$ cat src/rtl/uart_pkg.sv
// Shared UART definitions: parity mode encodings and the baud divider helper.
// Used by the transmitter and intended for the matching receiver.
package uart_pkg;

    localparam int PARITY_NONE = 0;
    localparam int PARITY_ODD  = 1;
    localparam int PARITY_EVEN = 2;

    // Clock cycles per bit, rounded to the nearest integer.
    function automatic int baud_div(input int clk_hz, input int baud);
        return (clk_hz + baud / 2) / baud;
    endfunction

endpackage

$ cat src/rtl/uart_tx_fifo_if.sv
// Valid/ready word stream into the buffered UART transmitter.
interface uart_tx_fifo_if #(
    parameter int DATA_BITS = 8
) ();

    logic [DATA_BITS-1:0] in_data;
    logic                 in_valid;
    logic                 in_ready;

    modport master (
        output in_data,
        output in_valid,
        input  in_ready
    );

    modport slave (
        input  in_data,
        input  in_valid,
        output in_ready
    );

endinterface

$ cat src/rtl/uart_fifo.sv
// Synchronous FIFO with power-of-two depth. Pointers carry one extra wrap
// bit so full and empty are distinguished without a separate flag.
// Read data is show-ahead: data_o is the head word whenever empty_o is low.
module uart_fifo #(
    parameter int WIDTH = 8,
    parameter int DEPTH = 16
) (
    input  logic                         clk,
    input  logic                         rst,
    input  logic                         push_i,
    input  logic [WIDTH-1:0]             data_i,
    input  logic                         pop_i,
    output logic [WIDTH-1:0]             data_o,
    output logic                         full_o,
    output logic                         empty_o,
    output logic [$clog2(DEPTH+1)-1:0]   count_o
);

    localparam int AW = $clog2(DEPTH);

    logic [WIDTH-1:0] mem_q [DEPTH];
    logic [AW:0]      wr_ptr_q, wr_ptr_d;
    logic [AW:0]      rd_ptr_q, rd_ptr_d;
    logic             push_ok;
    logic             pop_ok;

    assign count_o = wr_ptr_q - rd_ptr_q;
    assign full_o  = (count_o == ($clog2(DEPTH+1))'(DEPTH));
    assign empty_o = (count_o == '0);
    assign data_o  = mem_q[rd_ptr_q[AW-1:0]];

    assign push_ok = push_i && !full_o;
    assign pop_ok  = pop_i && !empty_o;

    // Pointer advance on accepted push / pop.
    always_comb begin
        wr_ptr_d = wr_ptr_q;
        rd_ptr_d = rd_ptr_q;
        if (push_ok) wr_ptr_d = wr_ptr_q + 1'b1;
        if (pop_ok)  rd_ptr_d = rd_ptr_q + 1'b1;
    end

    // Pointer registers; reset empties the queue, contents become don't-care.
    always_ff @(posedge clk or posedge rst) begin
        if (rst) begin
            wr_ptr_q <= '0;
            rd_ptr_q <= '0;
        end else begin
            wr_ptr_q <= wr_ptr_d;
            rd_ptr_q <= rd_ptr_d;
        end
    end

    // Storage write; no reset so it maps onto plain RAM.
    always_ff @(posedge clk) begin
        if (push_ok) mem_q[wr_ptr_q[AW-1:0]] <= data_i;
    end

endmodule

$ cat src/rtl/uart_tx_fifo.sv
// Buffered UART transmitter: words queue in a FIFO and are sent LSB-first
// with start bit, optional parity and one or two stop bits. Back-to-back
// frames follow without an idle gap while the FIFO holds data.
module uart_tx_fifo
    import uart_pkg::*;
#(
    parameter int CLK_HZ     = 48000000,
    parameter int BAUD       = 115200,
    parameter int DATA_BITS  = 8,
    parameter int PARITY     = 0,
    parameter int STOP_BITS  = 1,
    parameter int FIFO_DEPTH = 16
) (
    input  logic                              clk,
    input  logic                              rst,
    uart_tx_fifo_if.slave                     s_if,
    output logic                              serial_txd_o,
    output logic                              busy_o,
    output logic [$clog2(FIFO_DEPTH+1)-1:0]   fifo_count_o
);

    localparam int DIV   = baud_div(CLK_HZ, BAUD);
    localparam int DIV_W = (DIV > 2) ? $clog2(DIV) : 1;

    localparam logic [2:0] ST_IDLE   = 3'd0;
    localparam logic [2:0] ST_START  = 3'd1;
    localparam logic [2:0] ST_DATA   = 3'd2;
    localparam logic [2:0] ST_PARITY = 3'd3;
    localparam logic [2:0] ST_STOP   = 3'd4;

    if (DIV < 2) begin : g_div_check
        $error("uart_tx_fifo: bit period below 2 clock cycles");
    end
    if (DATA_BITS < 5 || DATA_BITS > 9) begin : g_bits_check
        $error("uart_tx_fifo: DATA_BITS must be 5..9");
    end
    if (PARITY < 0 || PARITY > 2) begin : g_parity_check
        $error("uart_tx_fifo: PARITY must be 0, 1 or 2");
    end
    if (STOP_BITS < 1 || STOP_BITS > 2) begin : g_stop_check
        $error("uart_tx_fifo: STOP_BITS must be 1 or 2");
    end
    if (FIFO_DEPTH < 2 || (FIFO_DEPTH & (FIFO_DEPTH - 1)) != 0) begin : g_depth_check
        $error("uart_tx_fifo: FIFO_DEPTH must be a power of two >= 2");
    end

    logic [2:0]           state_q,   state_d;
    logic [DIV_W-1:0]     div_cnt_q, div_cnt_d;
    logic [3:0]           bit_cnt_q, bit_cnt_d;
    logic [DATA_BITS-1:0] shift_q,   shift_d;
    logic                 parity_q,  parity_d;
    logic                 txd_q,     txd_d;
    logic                 busy_q,    busy_d;

    logic                 fifo_pop;
    logic                 fifo_full;
    logic                 fifo_empty;
    logic [DATA_BITS-1:0] fifo_rdata;
    logic                 load_parity;
    logic                 div_last;

    uart_fifo #(
        .WIDTH (DATA_BITS),
        .DEPTH (FIFO_DEPTH)
    ) u_fifo (
        .clk     (clk),
        .rst     (rst),
        .push_i  (s_if.in_valid),
        .data_i  (s_if.in_data),
        .pop_i   (fifo_pop),
        .data_o  (fifo_rdata),
        .full_o  (fifo_full),
        .empty_o (fifo_empty),
        .count_o (fifo_count_o)
    );

    // Ready comes from the registered count, so a pop this cycle cannot raise it.
    assign s_if.in_ready = !fifo_full;
    assign serial_txd_o  = txd_q;
    assign busy_o        = busy_q;

    // Even parity is the XOR of the data bits; odd is its inverse.
    assign load_parity = (^fifo_rdata) ^ (PARITY == PARITY_ODD);
    assign div_last    = (div_cnt_q == DIV_W'(DIV - 1));

    // Frame sequencing: bit timing, shifting and the next-word pop.
    always_comb begin
        state_d   = state_q;
        div_cnt_d = div_cnt_q;
        bit_cnt_d = bit_cnt_q;
        shift_d   = shift_q;
        parity_d  = parity_q;
        txd_d     = txd_q;
        busy_d    = busy_q;
        fifo_pop  = 1'b0;

        case (state_q)
            ST_IDLE: begin
                txd_d     = 1'b1;
                busy_d    = 1'b0;
                div_cnt_d = '0;
                bit_cnt_d = '0;
                if (!fifo_empty) begin
                    fifo_pop = 1'b1;
                    shift_d  = fifo_rdata;
                    parity_d = load_parity;
                    txd_d    = 1'b0;
                    busy_d   = 1'b1;
                    state_d  = ST_START;
                end
            end
            ST_START: begin
                if (div_last) begin
                    div_cnt_d = '0;
                    bit_cnt_d = '0;
                    txd_d     = shift_q[0];
                    shift_d   = shift_q >> 1;
                    state_d   = ST_DATA;
                end else begin
                    div_cnt_d = div_cnt_q + DIV_W'(1);
                end
            end
            ST_DATA: begin
                if (div_last) begin
                    div_cnt_d = '0;
                    if (bit_cnt_q == 4'(DATA_BITS - 1)) begin
                        bit_cnt_d = '0;
                        if (PARITY != PARITY_NONE) begin
                            txd_d   = parity_q;
                            state_d = ST_PARITY;
                        end else begin
                            txd_d   = 1'b1;
                            state_d = ST_STOP;
                        end
                    end else begin
                        bit_cnt_d = bit_cnt_q + 4'd1;
                        txd_d     = shift_q[0];
                        shift_d   = shift_q >> 1;
                    end
                end else begin
                    div_cnt_d = div_cnt_q + DIV_W'(1);
                end
            end
            ST_PARITY: begin
                if (div_last) begin
                    div_cnt_d = '0;
                    bit_cnt_d = '0;
                    txd_d     = 1'b1;
                    state_d   = ST_STOP;
                end else begin
                    div_cnt_d = div_cnt_q + DIV_W'(1);
                end
            end
            ST_STOP: begin
                if (div_last) begin
                    div_cnt_d = '0;
                    if (bit_cnt_q == 4'(STOP_BITS - 1)) begin
                        bit_cnt_d = '0;
                        if (!fifo_empty) begin
                            fifo_pop = 1'b1;
                            shift_d  = fifo_rdata;
                            parity_d = load_parity;
                            txd_d    = 1'b0;
                            state_d  = ST_START;
                        end else begin
                            txd_d   = 1'b1;
                            busy_d  = 1'b0;
                            state_d = ST_IDLE;
                        end
                    end else begin
                        bit_cnt_d = bit_cnt_q + 4'd1;
                    end
                end else begin
                    div_cnt_d = div_cnt_q + DIV_W'(1);
                end
            end
            default: begin
                txd_d   = 1'b1;
                busy_d  = 1'b0;
                state_d = ST_IDLE;
            end
        endcase
    end

    // State registers; reset drops the line high immediately and abandons any frame.
    always_ff @(posedge clk or posedge rst) begin
        if (rst) begin
            state_q   <= ST_IDLE;
            div_cnt_q <= '0;
            bit_cnt_q <= '0;
            shift_q   <= '0;
            parity_q  <= 1'b0;
            txd_q     <= 1'b1;
            busy_q    <= 1'b0;
        end else begin
            state_q   <= state_d;
            div_cnt_q <= div_cnt_d;
            bit_cnt_q <= bit_cnt_d;
            shift_q   <= shift_d;
            parity_q  <= parity_d;
            txd_q     <= txd_d;
            busy_q    <= busy_d;
        end
    end

endmodule
$ cat src/flat_wrapper.sv
// flat-port wrapper written by rule: the top's interface ports become plain ports
module uart_tx_fifo_flat import uart_pkg::*;
#(
    parameter int CLK_HZ     = 48000000,
    parameter int BAUD       = 115200,
    parameter int DATA_BITS  = 8,
    parameter int PARITY     = 0,
    parameter int STOP_BITS  = 1,
    parameter int FIFO_DEPTH = 16
)
  (clk, rst, serial_txd_o, busy_o, fifo_count_o, s_if_in_data, s_if_in_valid, s_if_in_ready);
  uart_tx_fifo_if #(.DATA_BITS(DATA_BITS)) s_if_i ();
  input  logic clk;
  input  logic rst;
  output logic serial_txd_o;
  output logic busy_o;
  output logic [$clog2(FIFO_DEPTH+1)-1:0] fifo_count_o;
  input wire logic [$bits(s_if_i.in_data)-1:0] s_if_in_data;
  input wire logic [$bits(s_if_i.in_valid)-1:0] s_if_in_valid;
  output wire logic [$bits(s_if_i.in_ready)-1:0] s_if_in_ready;
  assign s_if_i.in_data = s_if_in_data;
  assign s_if_i.in_valid = s_if_in_valid;
  assign s_if_in_ready = s_if_i.in_ready;
  uart_tx_fifo #(.CLK_HZ(CLK_HZ), .BAUD(BAUD), .DATA_BITS(DATA_BITS), .PARITY(PARITY), .STOP_BITS(STOP_BITS), .FIFO_DEPTH(FIFO_DEPTH)) u_core (.clk(clk), .rst(rst), .s_if(s_if_i), .serial_txd_o(serial_txd_o), .busy_o(busy_o), .fifo_count_o(fifo_count_o));
endmodule
$ cat config.mk
export PLATFORM = sky130hd
export DESIGN_NAME = uart_tx_fifo_flat
export DESIGN_NICKNAME = d
export VERILOG_FILES = /design/src/rtl/uart_pkg.sv /design/src/rtl/uart_tx_fifo_if.sv /design/src/rtl/uart_fifo.sv /design/src/rtl/uart_tx_fifo.sv /design/src/flat_wrapper.sv
export SDC_FILE = /design/constraint.sdc
export NUM_CORES = 1
export LEC_CHECK = 0
export CORE_MARGIN = 1
export CORE_UTILIZATION = 40
export DETAILED_ROUTE_END_ITERATION = 8
export GPL_ROUTABILITY_DRIVEN = 0
export SETUP_SLACK_MARGIN = 0.5
export SLEW_MARGIN = 20
export SYNTH_ARGS = -nofsm -noshare
export SYNTH_HDL_FRONTEND = slang
export SYNTH_SLANG_ARGS = --single-unit
$ cat constraint.sdc
create_clock -name clk -period 3.9 [get_ports clk]
set_input_delay 0.39 -clock clk [delete_from_list [all_inputs] [get_ports clk]]
set_output_delay 0.39 -clock clk [all_outputs]
set_load 0.05 [all_outputs]
* After elaboration in Yosys (flattened, before gate mapping)
Memories as Yosys holds them, arrays and structs flattened.
Cells that the tools add are included.
Widths: inputs -> output; s select.
** Word-level totals
- Memories :: 1
- Bits in read-only memories :: 0
- Register bits :: 36
- Latch bits :: 0
- RAM bits :: 128
** Cells by class
- Bitwise operators :: 1
- Multipliers :: 0
- Equal/unequal tests :: 17
- Magnitude comparators :: 0
- Reduce and logical (&&, ||, !) cells :: 18
- Muxes and demuxes :: 42
- Divide/modulo/power cells :: 0
- Shifts and indexed selects :: 0
- Add/sub/neg operators :: 5
** Memories
- u_core.u_fifo.mem_q :: words 16, width 8, rd ports 1, clocked after Yosys merged registers in 0, wr ports 1, line uart_fifo.sv:21 : logic [WIDTH-1:0] mem_q [DEPTH];
** Operator list (count)
- $mux 8 :: 6
- $pmux 8 s4 :: 1
- $mux 3 :: 7
- $mux 4 :: 5
- $pmux 9 s2 :: 1
- $mux 1 :: 16
- $ne 2x1->1 const B :: 8
- $pmux 4 s4 :: 1
- $pmux 3 s5 :: 1
- $add 5x1->5 const B :: 2
- $add 9x1->9 const B :: 1
- $eq 9x9->1 const B :: 1
- $mux 9 :: 1
- $reduce_and 4->1 :: 2
- $reduce_bool 4->1 :: 2
- $reduce_and 7->1 :: 1
- $eq 3x2->1 const B :: 2
- $reduce_and 6->1 :: 1
- $eq 5x5->1 const B :: 1
- $logic_not 5->1 :: 1
- $pmux 1 s5 :: 1
- $reduce_and 5->1 :: 1
- $sub 5x5->5 :: 1
- $add 4x1->4 const B :: 1
- 15 further kinds :: 18

* Depth between registers and ports, before layout
Gate-level depths: netlist of run 1.
- Depth in word-level cells :: 7
- Gate-level depth with buffers :: 11
- Mapped depth without buffers :: 10

* By module
Synthesis of run 1 repeated with hierarchy kept, for this count alone.
** Unflattened totals
- Cell total of the unflattened synthesis :: 461
- Area total of the unflattened synthesis :: 7292.0 µm²
** Modules (own cells, without submodules)
- uart_fifo :: seq. area each 4093.9 µm², cells each 308, times used 1, area each 5686.7 µm²
- uart_tx_fifo :: seq. area each 651.9 µm², cells each 153, times used 1, area each 1605.3 µm²

* Worst setup path before layout of run 1
OpenSTA, ideal clock, no wires.
- Path kind :: register -> output
- Start :: register u_core.u_fifo.wr_ptr_q[0]
- End :: output port s_if_in_ready
- Arrival :: 3.089 ns
- Slack :: 0.421 ns
- Stages on the path, launching flop included :: 8
- Buffers on the path :: 0
- Path through :: dfrtp_1 inv_1 ha_1 inv_1 fa_1 xor2_2 and4b_4 o21ai_0
** Between the ends
- Word-level cells in the longest chain between the ends :: 3
** RTL lines
- start: declaration :: line uart_fifo.sv:22 : logic [AW:0] wr_ptr_q, wr_ptr_d;
- start signal: assignment :: line uart_fifo.sv:49 : wr_ptr_q <= wr_ptr_d;
- $sub 5x5->5 :: line uart_fifo.sv:27 : assign count_o = wr_ptr_q - rd_ptr_q;
- net fifo_count_o[2] :: line flat_wrapper.sv:17 : output logic [$clog2(FIFO_DEPTH+1)-1:0] fifo_count_o;
- $eq 5x5->1 :: line uart_fifo.sv:28 : assign full_o = (count_o == ($clog2(DEPTH+1))'(DEPTH));
- $logic_not 1->1 :: line uart_tx_fifo.sv:78 : assign s_if.in_ready = !fifo_full;
- end: declaration :: line flat_wrapper.sv:20 : output wire logic [$bits(s_if_i.in_ready)-1:0] s_if_in_ready;
The timed path passes the listed nets, and every way through them passes these cells.

* Worst setup path in the final report of run 1
- Start :: register u_core.u_fifo.wr_ptr_q[2]
- End :: output port fifo_count_o[3]
** Between the ends
- Word-level cells in the longest chain between the ends :: 1
** RTL lines (line)
- $sub 5x5->5 :: uart_fifo.sv:27
- end: declaration :: flat_wrapper.sv:17
No other way between the ends.

==> run summary, run 1 <==
The clock transition at the registers of the reported paths was 0.07 ns; the share of total power in combinational logic was 18.0%. Between clock sinks in the finished design, the worst skew comes to 0.0123 ns. Measured along the y axis, the die boundary spans 135 um. Summing all multi-input logic gate instances after layout gives 2220 um^2.

Cells fill 47.5% of the core in the end. Detailed placement finished with a half-perimeter wire length of 9390 um. The leakage power total is 2.85 nW, and the final total negative setup slack is 0 ns. Sequential cells account for 46.2% of the total power. The worst setup path is of the reg2out kind. Counting cells, the worst reg-to-reg path comes to 11. The count of placed standard cells in the final layout, fillers left out is 731, and the effective utilization at floorplan is 41.0%.

Counting distinct cell types in the post-synthesis netlist gives 65. The transition time at the pin with the least slew margin is 0.695 ns. The detail route stage leaves a number of antenna-violating nets equal to 0. The chip width is 135 um.

The number of filler instances in the final layout was 1481; the switching power was 1.43 mW. Dividing the synthesized area by the synthesized cell count gives 15.6 um^2. For this block, the via count after detailed routing is 3935. Yosys mapped a number of flops with a built-in enable equal to 128.

The run gives 35.8% as the share of power burned in the clock network. 19 I/O pins were placed. The critical path's largest stage delay works out to 0.81 ns. The number of cells produced by synthesis was 457; the shortest clock period the worst path allows after layout was 3.25 ns. The post-route netlist has 20.9% of its cells at a drive strength greater than 1. The run gives 22300 um as the global-route wire length before repair. CTS built an H-tree with a depth of 4. The logs give 2 for the maximum count of clock buffers along a single path and 17400 um^2 for the standard cell core area. The die covers 18300 um^2. Switching part of the total: 30.7%. Once routing completed, OpenROAD measured the worst setup slack at 0.652 ns. The cell area that synthesis handed to floorplanning was 7120 um^2.

The number of antenna repair diodes is 0. Summed over all layers, the routed wires come to 14100 um. The run gives 16.8% as the global-route usage over all layers. The total power density per cell area is 564 nW/um^2. Of the available clock period, the critical path in the final layout requires 83.3%. The detail-routed via count per cell was 5.38.

The worst setup path is launched from a flop. The max capacitance violation total was 0. On the final layout, the worst hold slack is 0.369 ns. The tools report the violation count after the first detailed-routing iteration as 316.

The internal power consumption is 3.22 mW, and the synthesis-to-layout area growth is 15.8%. The critical path arrival was 2.86 ns; the number of clock buffers inserted by TritonCTS was 17. The net count of the mapped netlist is 482. The flip-flop cell with the highest count after synthesis was sky130_fd_sc_hd__edfxtp_1. Of all cell types, the one taking the most synthesized area is sky130_fd_sc_hd__edfxtp_1. For the DRC violation count after routing, the log shows 0. Setup violations remaining at the end of the flow were counted as 0. In this run the tool buffered the top-level ports with 18 buffer cells. The logs give 41 for the largest net degree at the start of global routing and 3908 for the number of global-route vias before repair. Number of nets in the layout: 518. The category of the worst setup path capture point is an output port.

Before CTS, the worst setup slack after placement is 0.749 ns. The worst hold path belongs to the class in2async. Routed length per placed instance: 19.3 um. The number of optimization iterations in the first detailed-route pass was 4.

The worst vdd rail ir drop is 0.000556 V. Timing would allow up to 308 MHz. For this run the aggregate overflow at the end of global routing stands at 0.

In this run the worst path has a maximum fanout of 11. The count of final hold-check violations is 0. For the worst-skew pair, the clock arrives at the later sink with an insertion delay of 0.43 ns. The synthesized design devotes to its leading area cell type 54.0% of total area.

In this run, placement finished with an instance count of 699. The final number of max-transition violations came out at 0. The initial antenna violation count came out at 0. Ranked by total cell area, the synthesized netlist is headed by sky130_fd_sc_hd__edfxtp_1, sky130_fd_sc_hd__dfrtp_1, sky130_fd_sc_hd__mux4_2.

Walking the worst path, the cells encountered are ha_1, a21oi_1, nand2_1, xor2_1, clkdlybuf4s50_1. The number of core rows is 48. The run gives 4750 um^2 as the area taken by flip-flops and latches. The slowest stage of the critical path is the sky130_fd_sc_hd__clkdlybuf4s50_1 cell. TritonCTS built the clock tree.

Setup repair after global routing left no endpoint under its margin. The synthesized design contains 164 register bits. The total setup buffers inserted after CTS came out at 0. Most frequent cell after synthesis: sky130_fd_sc_hd__edfxtp_1.

The Yosys step of the flow raised 0 warnings. The worst pin sits at a relative slew slack of 53.4%. Sequential elements use 66.7% of the synthesized area. The worst endpoint required time was 3.51 ns. The library cell used as clock root buffer is sky130_fd_sc_hd__clkbuf_16.

The commonest cells after synthesis are sky130_fd_sc_hd__edfxtp_1, sky130_fd_sc_hd__dfrtp_1, sky130_fd_sc_hd__nor2_1. The flow ran to the end, and the final reports show no timing, DRC or antenna violations. For the number of sinks driven by the clock tree, the log shows 164. After synthesis, the share of flip-flops with an asynchronous set or reset is 22.0%.
[flip-flops by register name (all words and copies together) (netlist names)]
signal and flops:
u_core.state_q 3, u_core.div_cnt_q 9, u_core.busy_o 1, u_core.u_fifo.rd_ptr_q 5, u_core.shift_q 8, u_core.u_fifo.mem_q 128
u_core.bit_cnt_q 4, u_core.u_fifo.wr_ptr_q 5, u_core.serial_txd_o 1
[through the flow]
stage                     cell area [um^2]  total power [mW]
final                                 8240              4.65
after global routing                  8240              4.81
after CTS                             8240              4.68
after detailed placement              7630              3.03
after global placement                7630              3.01
after floorplan                       7140              2.75
[power groups by stage]
stage | Clock (mW) | Combinational, mW | Sequential (mW)
floorplan | 0 | 0.619 | 2.13
global placement | 0 | 0.833 | 2.17
detailed placement | 0 | 0.846 | 2.18
CTS | 1.69 | 0.846 | 2.15
global route | 1.75 | 0.899 | 2.16
finish | 1.66 | 0.837 | 2.15
[worst paths after layout]
path                                      startpoint                        end  slack [ns]
min                                              rst  u_core.u_fifo.wr_ptr_q[3]        0.37
max                        u_core.u_fifo.wr_ptr_q[2]            fifo_count_o[3]        0.65
max in group asynchronous                        rst  u_core.u_fifo.rd_ptr_q[3]        3.16
min in group clk                   u_core.shift_q[1]          u_core.shift_q[1]        0.50
min reg2reg                        u_core.shift_q[1]          u_core.shift_q[1]        0.50
max reg2reg                u_core.u_fifo.wr_ptr_q[0]  u_core.u_fifo.mem_q[4][2]        0.73
[layout by cell type, fill, tap and decap left out, types with 7 or more instances in the layout]
master	n
sky130_fd_sc_hd__ha_1	13
sky130_fd_sc_hd__buf_4	19
sky130_fd_sc_hd__mux2i_1	14
sky130_fd_sc_hd__dfrtp_1	32
sky130_fd_sc_hd__edfxtp_1	128
sky130_fd_sc_hd__xor2_1	8
sky130_fd_sc_hd__inv_1	16
sky130_fd_sc_hd__xnor2_1	9
sky130_fd_sc_hd__a22oi_1	7
sky130_fd_sc_hd__nor2_1	35
sky130_fd_sc_hd__a31oi_1	14
sky130_fd_sc_hd__o22ai_1	8
sky130_fd_sc_hd__clkdlybuf4s50_1	16
sky130_fd_sc_hd__nand2_1	25
sky130_fd_sc_hd__o21ai_0	8
sky130_fd_sc_hd__mux4_2	25
sky130_fd_sc_hd__nand3_1	14
sky130_fd_sc_hd__clkbuf_16	17
[layer usage]
layer | part of all wire, % | track usage (%) | vias up | wire [um]
li1 | - | - | 1844 | -
met2 | 47 | 25.5 | 63 | 6660
met1 | 48 | 23.6 | 2010 | 6740
met5 | 0 | 0 | - | 0
met4 | 1.9 | 6.74 | 0 | 267
met3 | 3.4 | 3.37 | 18 | 477
[cell families after synthesis]
group,Yosys count,synth area share (%)
flops,164,66.7
fa+ha+maj,15,2.73
simple gates,113,8.58
xor+xnor,18,2.32
buf+inv,36,2.39
mux,46,11.0
compound gates,65,6.31
[layout make-up]
class,instances,share of cell area [%]
repair buffers,37,3.93
well taps,225,3.42
clock buffers,17,5.16
multi-input cells,257,26.9
clock inverters,15,2.19
inverters,16,0.729
flip-flops and latches,164,57.6
[critical path, delay by kind of cell (launching register included)]
family	cells	cell delay, ns
buffers and inverters	1	0.81
DFF	1	0.65
adders and majority gates	1	0.38
AOI/OAI and AO/OA	1	0.33
xor gates and xnor gates	1	0.14
and+or+nand+nor	1	0.12
[repair_timing]
action / 4_1_cts / 5_1_grt
gates resized for setup: 1 / 2
pin swaps: 0 / 0
hold buffers: 0 / 0
endpoints found under the setup margin: 1 / 2
No activity file was read; power rests on OpenSTA's default activity.
==> inputs of run 2 (changes only) <==
clock period = 3.05 ns   (was 3.9 ns; I/O delays follow)
==> run 2 against run 1 <==
  * Routed wire length rose by 6.4%
  * Sequential power rose by 26%
  * Sequential share of layout area fell by 3.1 points
  * Clock skew fell by 0.0034 ns
  * Hold slack got worse by 0.024 ns
  * Largest power group unchanged
  * Largest cell class unchanged
  * Final cell count rose by 1.8%
  * Clock-buffer cell count rose by 1
  * First-iteration DRC count fell by 33%
==> run summary, run 2 (same netlist as run 1, synthesis figures left out) <==
After detailed routing, the number of vias per cell comes to 5.41. Across the VDD grid, the largest voltage drop is 0.000753 V. The reg2reg setup slack was 0.35 ns; the global-route usage over all layers was 17.5%. The post-DP HPWL was 10000 um. The DRC violation count after routing is 0, and the worst hold margin is 0.345 ns. The tool flagged a number of max-cap violations equal to 0. Clock latency on the worst-skew pair, taken at its later pin, is 0.43 ns. The chip width is 135 um, and the largest net degree at the start of global routing is 41. Dividing the final minimum period by the clock period gives 88.4%. Timing would allow up to 371 MHz. The run gives 43.5% as the worst slew margin relative to its limit. The worst hold-check path type was in2async. The number of flip-flops under the largest register name came out at 128. Leaving out fill and tap cells, the most frequent cells in the layout are sky130_fd_sc_hd__edfxtp_1, sky130_fd_sc_hd__dfrtp_1, sky130_fd_sc_hd__mux4_2. The routed layout has 4028 vias.

From synthesis to final layout, the design area changed by 22.3%. The number of core rows was 48; the wire length after detailed routing was 15000 um. The clock net in this run drives a total of 164 sinks. The cell sitting at the root of the clock tree is a sky130_fd_sc_hd__clkbuf_16. TritonCTS built the clock tree. The maximum fanout along the worst path was 8; the number of nets in the layout was 531. The initial antenna violation count was 0; the worst endpoint required time was 3.23 ns.

The critical path arrival is 2.88 ns. Count of final hold-check violations: 0. The tools report the category of the worst setup path capture point as a flop.

Of the cells placed in the final design, the portion with a size suffix greater than 1 is 30.1%. The first detailed-routing pass ran for 4 iterations. The die footprint came out at 18300 um^2. The maximum count of clock buffers along a single path was 2. The logs give 17 for the number of clock buffers inserted by TritonCTS and 19 for the boundary pin count.

In this run the power density over the cells is 753 nW/um^2. The library cell used most frequently in the layout, excluding fill and tap cells, is sky130_fd_sc_hd__edfxtp_1. The logs give 0 for the final number of max-transition violations and 211 for the violation count after the first detailed-routing iteration. The overall power consumption is 6.55 mW. The flow ran to the end, and the final reports show no timing, DRC or antenna violations. The critical path launch point type is a flop. In this run, post-CTS hold repair placed 0 buffers. Number of buffer cells added on primary ports: 18.

Once placement completed, the tool counted placed cells totaling 699. Subtracting the final worst setup slack from the clock period gives 2.70 ns. The first global-routing pass estimated 22900 um of wire. Die extent in y: 135 um. The number of global-route vias before repair was 3971.

The worst setup path is of the reg2reg kind. The clock transition at the registers of the reported paths came out at 0.07 ns. The core region is 17400 um^2.

For the pin with the worst max-slew slack, the measured transition is 0.846 ns. The run gives 0 as the number of routed nets with antenna violations. Setup repair after global routing could not meet its margin everywhere. Between clock sinks in the finished design, the worst skew comes to 0.00890 ns. The effective utilization at floorplan was 41.0%. The logs give 0 for the final-report setup violation count and 0 ns for the final total negative setup slack. The leakage power total was 3.00 nW. The number of H-tree levels came out at 4. The count of placed standard cells in the final layout, fillers left out was 744; the routed length per placed instance was 20.2 um. The number of antenna repair diodes is 0. Global routing finished with a remaining overflow of 0.
==> run 2: worst paths after layout <==
path | start | end | cells after the start
worst max-delay path | u_core.u_fifo.wr_ptr_q[0] | u_core.u_fifo.mem_q[15][5] | 12
worst min-delay path | rst | u_core.div_cnt_q[7] | 2
worst max register to register | u_core.u_fifo.wr_ptr_q[0] | u_core.u_fifo.mem_q[15][5] | 12
worst min register to register | u_core.shift_q[7] | u_core.shift_q[7] | 2
max in group asynchronous | rst | u_core.serial_txd_o | 3
min in group clk | u_core.shift_q[7] | u_core.shift_q[7] | 2
==> run 2: stage by stage <==
| step | utilization (%) | instance area, um^2 | worst slack, ns |
|---|---|---|---|
| 6_report | 50.1 | 8700 | 0.355 |
| 5_1_grt | 50.1 | 8700 | 0.255 |
| 2_1_floorplan | - | 7310 | 0.213 |
| 3_5_place_dp | 45.1 | 7830 | 0.0191 |
| 4_1_cts | 48.8 | 8460 | 0.368 |
| 3_3_place_gp | 45.1 | 7830 | 0.121 |
==> run 2: layout make-up <==
cell class	instances	area [um^2]
inverter	16	62.6
timing repair buffer	50	522
fill	1418	8650
multi-input combinational	257	2510
clock inverter	14	144
clock buffer	18	429
sequential	164	4750
tap	225	282
==> run 2: report_power, final <==
| part | switching (mW) | internal, mW | total [mW] |
|---|---|---|---|
| registers | 0.0789 | 2.63 | 2.71 |
| logic | 1.02 | 0.778 | 1.80 |
| clock network | 0.902 | 1.15 | 2.05 |
| total | 2.00 | 4.55 | 6.55 |
==> run 2: worst max-delay path, cell delays in order (launching register included) <==
cell and delay [ns]:
sky130_fd_sc_hd__dfrtp_1 0.40, sky130_fd_sc_hd__inv_2 0.09, sky130_fd_sc_hd__ha_4 0.13, sky130_fd_sc_hd__inv_2 0.03, sky130_fd_sc_hd__fa_2 0.37, sky130_fd_sc_hd__xor2_4 0.17, sky130_fd_sc_hd__buf_6 0.12, sky130_fd_sc_hd__a211oi_4 0.24
sky130_fd_sc_hd__nor2_2 0.07, sky130_fd_sc_hd__o31a_4 0.43, sky130_fd_sc_hd__buf_4 0.17, sky130_fd_sc_hd__nand4_4 0.13, sky130_fd_sc_hd__inv_4 0.08
==> run 2: metal layers <==
metal / up-vias / share of wire [%] / GRT usage [%]
met2: 88 / 48 / 27.2
met3: 18 / 4.6 / 4.00
met5: - / 0 / 0
met1: 2050 / 46 / 24.4
met4: 0 / 1.4 / 5.43
li1: 1872 / - / -
==> run 2: what timing repair did <==
action,CTS,global route
hold endpoints to repair,0,0
gates resized for setup,6,28
pin swaps,6,15
setup endpoints to repair,146,146
buffers inserted,3,10
==> inputs of run 3 (changes only) <==
CTS_BUF_LIST = sky130_fd_sc_hd__clkbuf_4 sky130_fd_sc_hd__clkbuf_8 sky130_fd_sc_hd__clkbuf_16   (was default)
==> run 3 against run 2 <==
  * Sequential power about the same
  * Combinational power about the same
  * Final cell count unchanged
  * Register-to-register slack about the same
  * Critical path depth unchanged
  * Largest cell class unchanged
==> run summary, run 3 (same netlist as run 1, synthesis figures left out) <==
Setup violations remaining at the end of the flow were counted as 0. Input and output buffers added on the ports amount to 18. The category of the worst setup path capture point was a flop. The clock period could shrink to 2.70 ns.

Row generation in the floorplan step produced 48 rows. For this design the static power due to leakage is 3.00 nW. The detail route stage leaves a number of antenna-violating nets equal to 0. The worst hold-check path type was in2async. The run gives 0.00870 ns as the clock tree skew after final layout. TritonCTS built the clock tree.

After detailed routing, the number of vias per cell comes to 5.36. The worst-case IR drop observed on VDD is 0.000753 V. The run gives 0 ns as the final total negative setup slack. The number of clock buffers inserted by TritonCTS was 17; the synthesis-to-layout area growth was 22.3%. Leaving out fill and tap cells, the most frequent cell in the layout is sky130_fd_sc_hd__edfxtp_1. For this block, the initial DRC count from the detailed router was 273. The share of final-layout standard cells stronger than drive strength 1 was 30.3%; the number of H-tree levels was 4.

The share of the clock period used by the worst path after layout is 88.5%, and the number of sinks driven by the clock tree is 164. The run finished with clean final reports. The final number of max-transition violations is 0.

In this run the standard cell core region covers 17400 um^2. 19 I/O pins were placed. Number of flip-flops under the largest register name: 128.

Global routing finished with a remaining overflow of 0. The global routing usage on met1 is 24.4%. Busiest layer in global routing: met2. Setup repair after global routing could not meet its margin everywhere. Library cell used as clock root buffer: sky130_fd_sc_hd__clkbuf_16. The global routing usage on met2 is 27.2%. In this run the worst path has a maximum fanout of 8. For the number of optimization iterations in the first detailed-route pass, the log shows 4.

Summing over every cut layer, the via total after detailed routing is 3990. Once the floorplan was initialized, standard cells occupied 41.0% of the core. Counting along the longest clock path gives a buffer depth of 2. At the pin with the least slew margin, the transition time is 0.828 ns.

The number of antenna repair diodes was 0. The chip width came out at 135 um. The run gives 22900 um as the global-route wire length before repair.

The floorplan step defined a die boundary enclosing 18300 um^2. For the maximum frequency from static timing analysis, the log shows 371 MHz. Entering global routing, the biggest net connects 41 pins.

The number of global-route vias before repair was 3968. Critical path class: reg2reg. The worst endpoint required time was 3.23 ns; the routed length per placed instance was 20.1 um.

The run gives 0 as the initial antenna violation count. The count of final hold-check violations was 0; the worst slew margin relative to its limit was 44.7%. After detailed routing, the number of remaining DRC violations is 0. In the global route stage, met3 resource usage came out at 4.00%. Across every metal layer, demand over resource in global routing totals 17.5%. Number of nets in the layout: 531. The die extent in y is 135 um. The count of cells in the finished layout, fillers not included, comes to 744.

In this run the power density over the cells is 754 nW/um^2. The tool flagged a number of max-cap violations equal to 0. Detailed placement ended at an HPWL of 10000 um. In the layout the commonest cells are sky130_fd_sc_hd__edfxtp_1, sky130_fd_sc_hd__dfrtp_1, sky130_fd_sc_hd__mux4_2.

The routed design has 15000 um of wire. The worst setup path is launched from a flop. Including well taps, the total number of placed cells is 699. Data arrives at the worst endpoint at 2.88 ns.

The tools report the clock latency on the worst-skew pair as 0.42 ns. The clock transition at the registers of the reported paths came out at 0.07 ns.
[run 3: changes by cell type in the layout (fill, tap and decap cells not counted)]
cell / change
sky130_fd_sc_hd__clkbuf_4: +1
sky130_fd_sc_hd__clkbuf_1: -1
[run 3: through the flow]
| stage | utilization [%] | instance area, um^2 | power (mW) | setup WS [ns] | hold WS, ns |
|---|---|---|---|---|---|
| 2_1_floorplan | - | 7310 | 3.69 | 0.213 | 0.404 |
| 3_3_place_gp | 45.1 | 7830 | 4.31 | 0.121 | 0.471 |
| 3_5_place_dp | 45.1 | 7830 | 4.31 | 0.0191 | 0.483 |
| 4_1_cts | 48.8 | 8470 | 6.42 | 0.369 | 0.347 |
| 5_1_grt | 50.2 | 8710 | 6.80 | 0.256 | 0.401 |
| 6_report | 50.2 | 8710 | 6.56 | 0.352 | 0.339 |
[run 3: area by class of cell]
type | count | area [um^2]
fillers | 1417 | 8650
flip-flops and latches | 164 | 4750
multi-input cells | 257 | 2510
repair buffers | 50 | 522
clock buffers | 18 | 433
well taps | 225 | 282
clock inverters | 14 | 144
inverters | 16 | 62.6
[run 3: worst paths after layout]
path                                            from                    endpoint  slack (ns)  depth (start not counted)
max                        u_core.u_fifo.wr_ptr_q[0]  u_core.u_fifo.mem_q[15][5]        0.35                         12
min                                              rst         u_core.div_cnt_q[7]        0.34                          2
max reg2reg                u_core.u_fifo.wr_ptr_q[0]  u_core.u_fifo.mem_q[15][5]        0.35                         12
min reg2reg                        u_core.shift_q[6]           u_core.shift_q[6]        0.51                          1
max in group asynchronous                        rst         u_core.serial_txd_o        1.99                          3
min in group clk                   u_core.shift_q[6]           u_core.shift_q[6]        0.51                          1
[run 3: worst max-delay path: stages, from the launching register on]
cell	delay, ns
sky130_fd_sc_hd__dfrtp_1	0.40
sky130_fd_sc_hd__inv_2	0.09
sky130_fd_sc_hd__ha_4	0.13
sky130_fd_sc_hd__inv_2	0.03
sky130_fd_sc_hd__fa_2	0.37
sky130_fd_sc_hd__xor2_4	0.17
sky130_fd_sc_hd__buf_6	0.12
sky130_fd_sc_hd__a211oi_4	0.24
sky130_fd_sc_hd__nor2_2	0.08
sky130_fd_sc_hd__o31a_4	0.43
sky130_fd_sc_hd__buf_4	0.17
sky130_fd_sc_hd__nand4_4	0.13
sky130_fd_sc_hd__inv_4	0.08
[run 3: what timing repair did]
action                                 CTS  global route
hold buffers                             0             0
pin swaps                                6            15
resized for setup                        6            28
gates cloned                             0             0
buffers inserted                         3            10
setup endpoints to repair              146           146
endpoints found under the hold margin    0             0
[run 3: layer usage]
layer | up-vias | wire length (um)
met5 | - | 0
li1 | 1871 | -
met4 | 0 | 208
met1 | 2004 | 6710
met3 | 18 | 839
met2 | 97 | 7220
[run 3: power breakdown]
group	switching, mW	leakage (nW)	internal (mW)
Combinational	1.02	1.13	0.777
Sequential	0.0792	1.60	2.63
Clock	0.903	0.271	1.16
Total	2.00	3.00	4.56
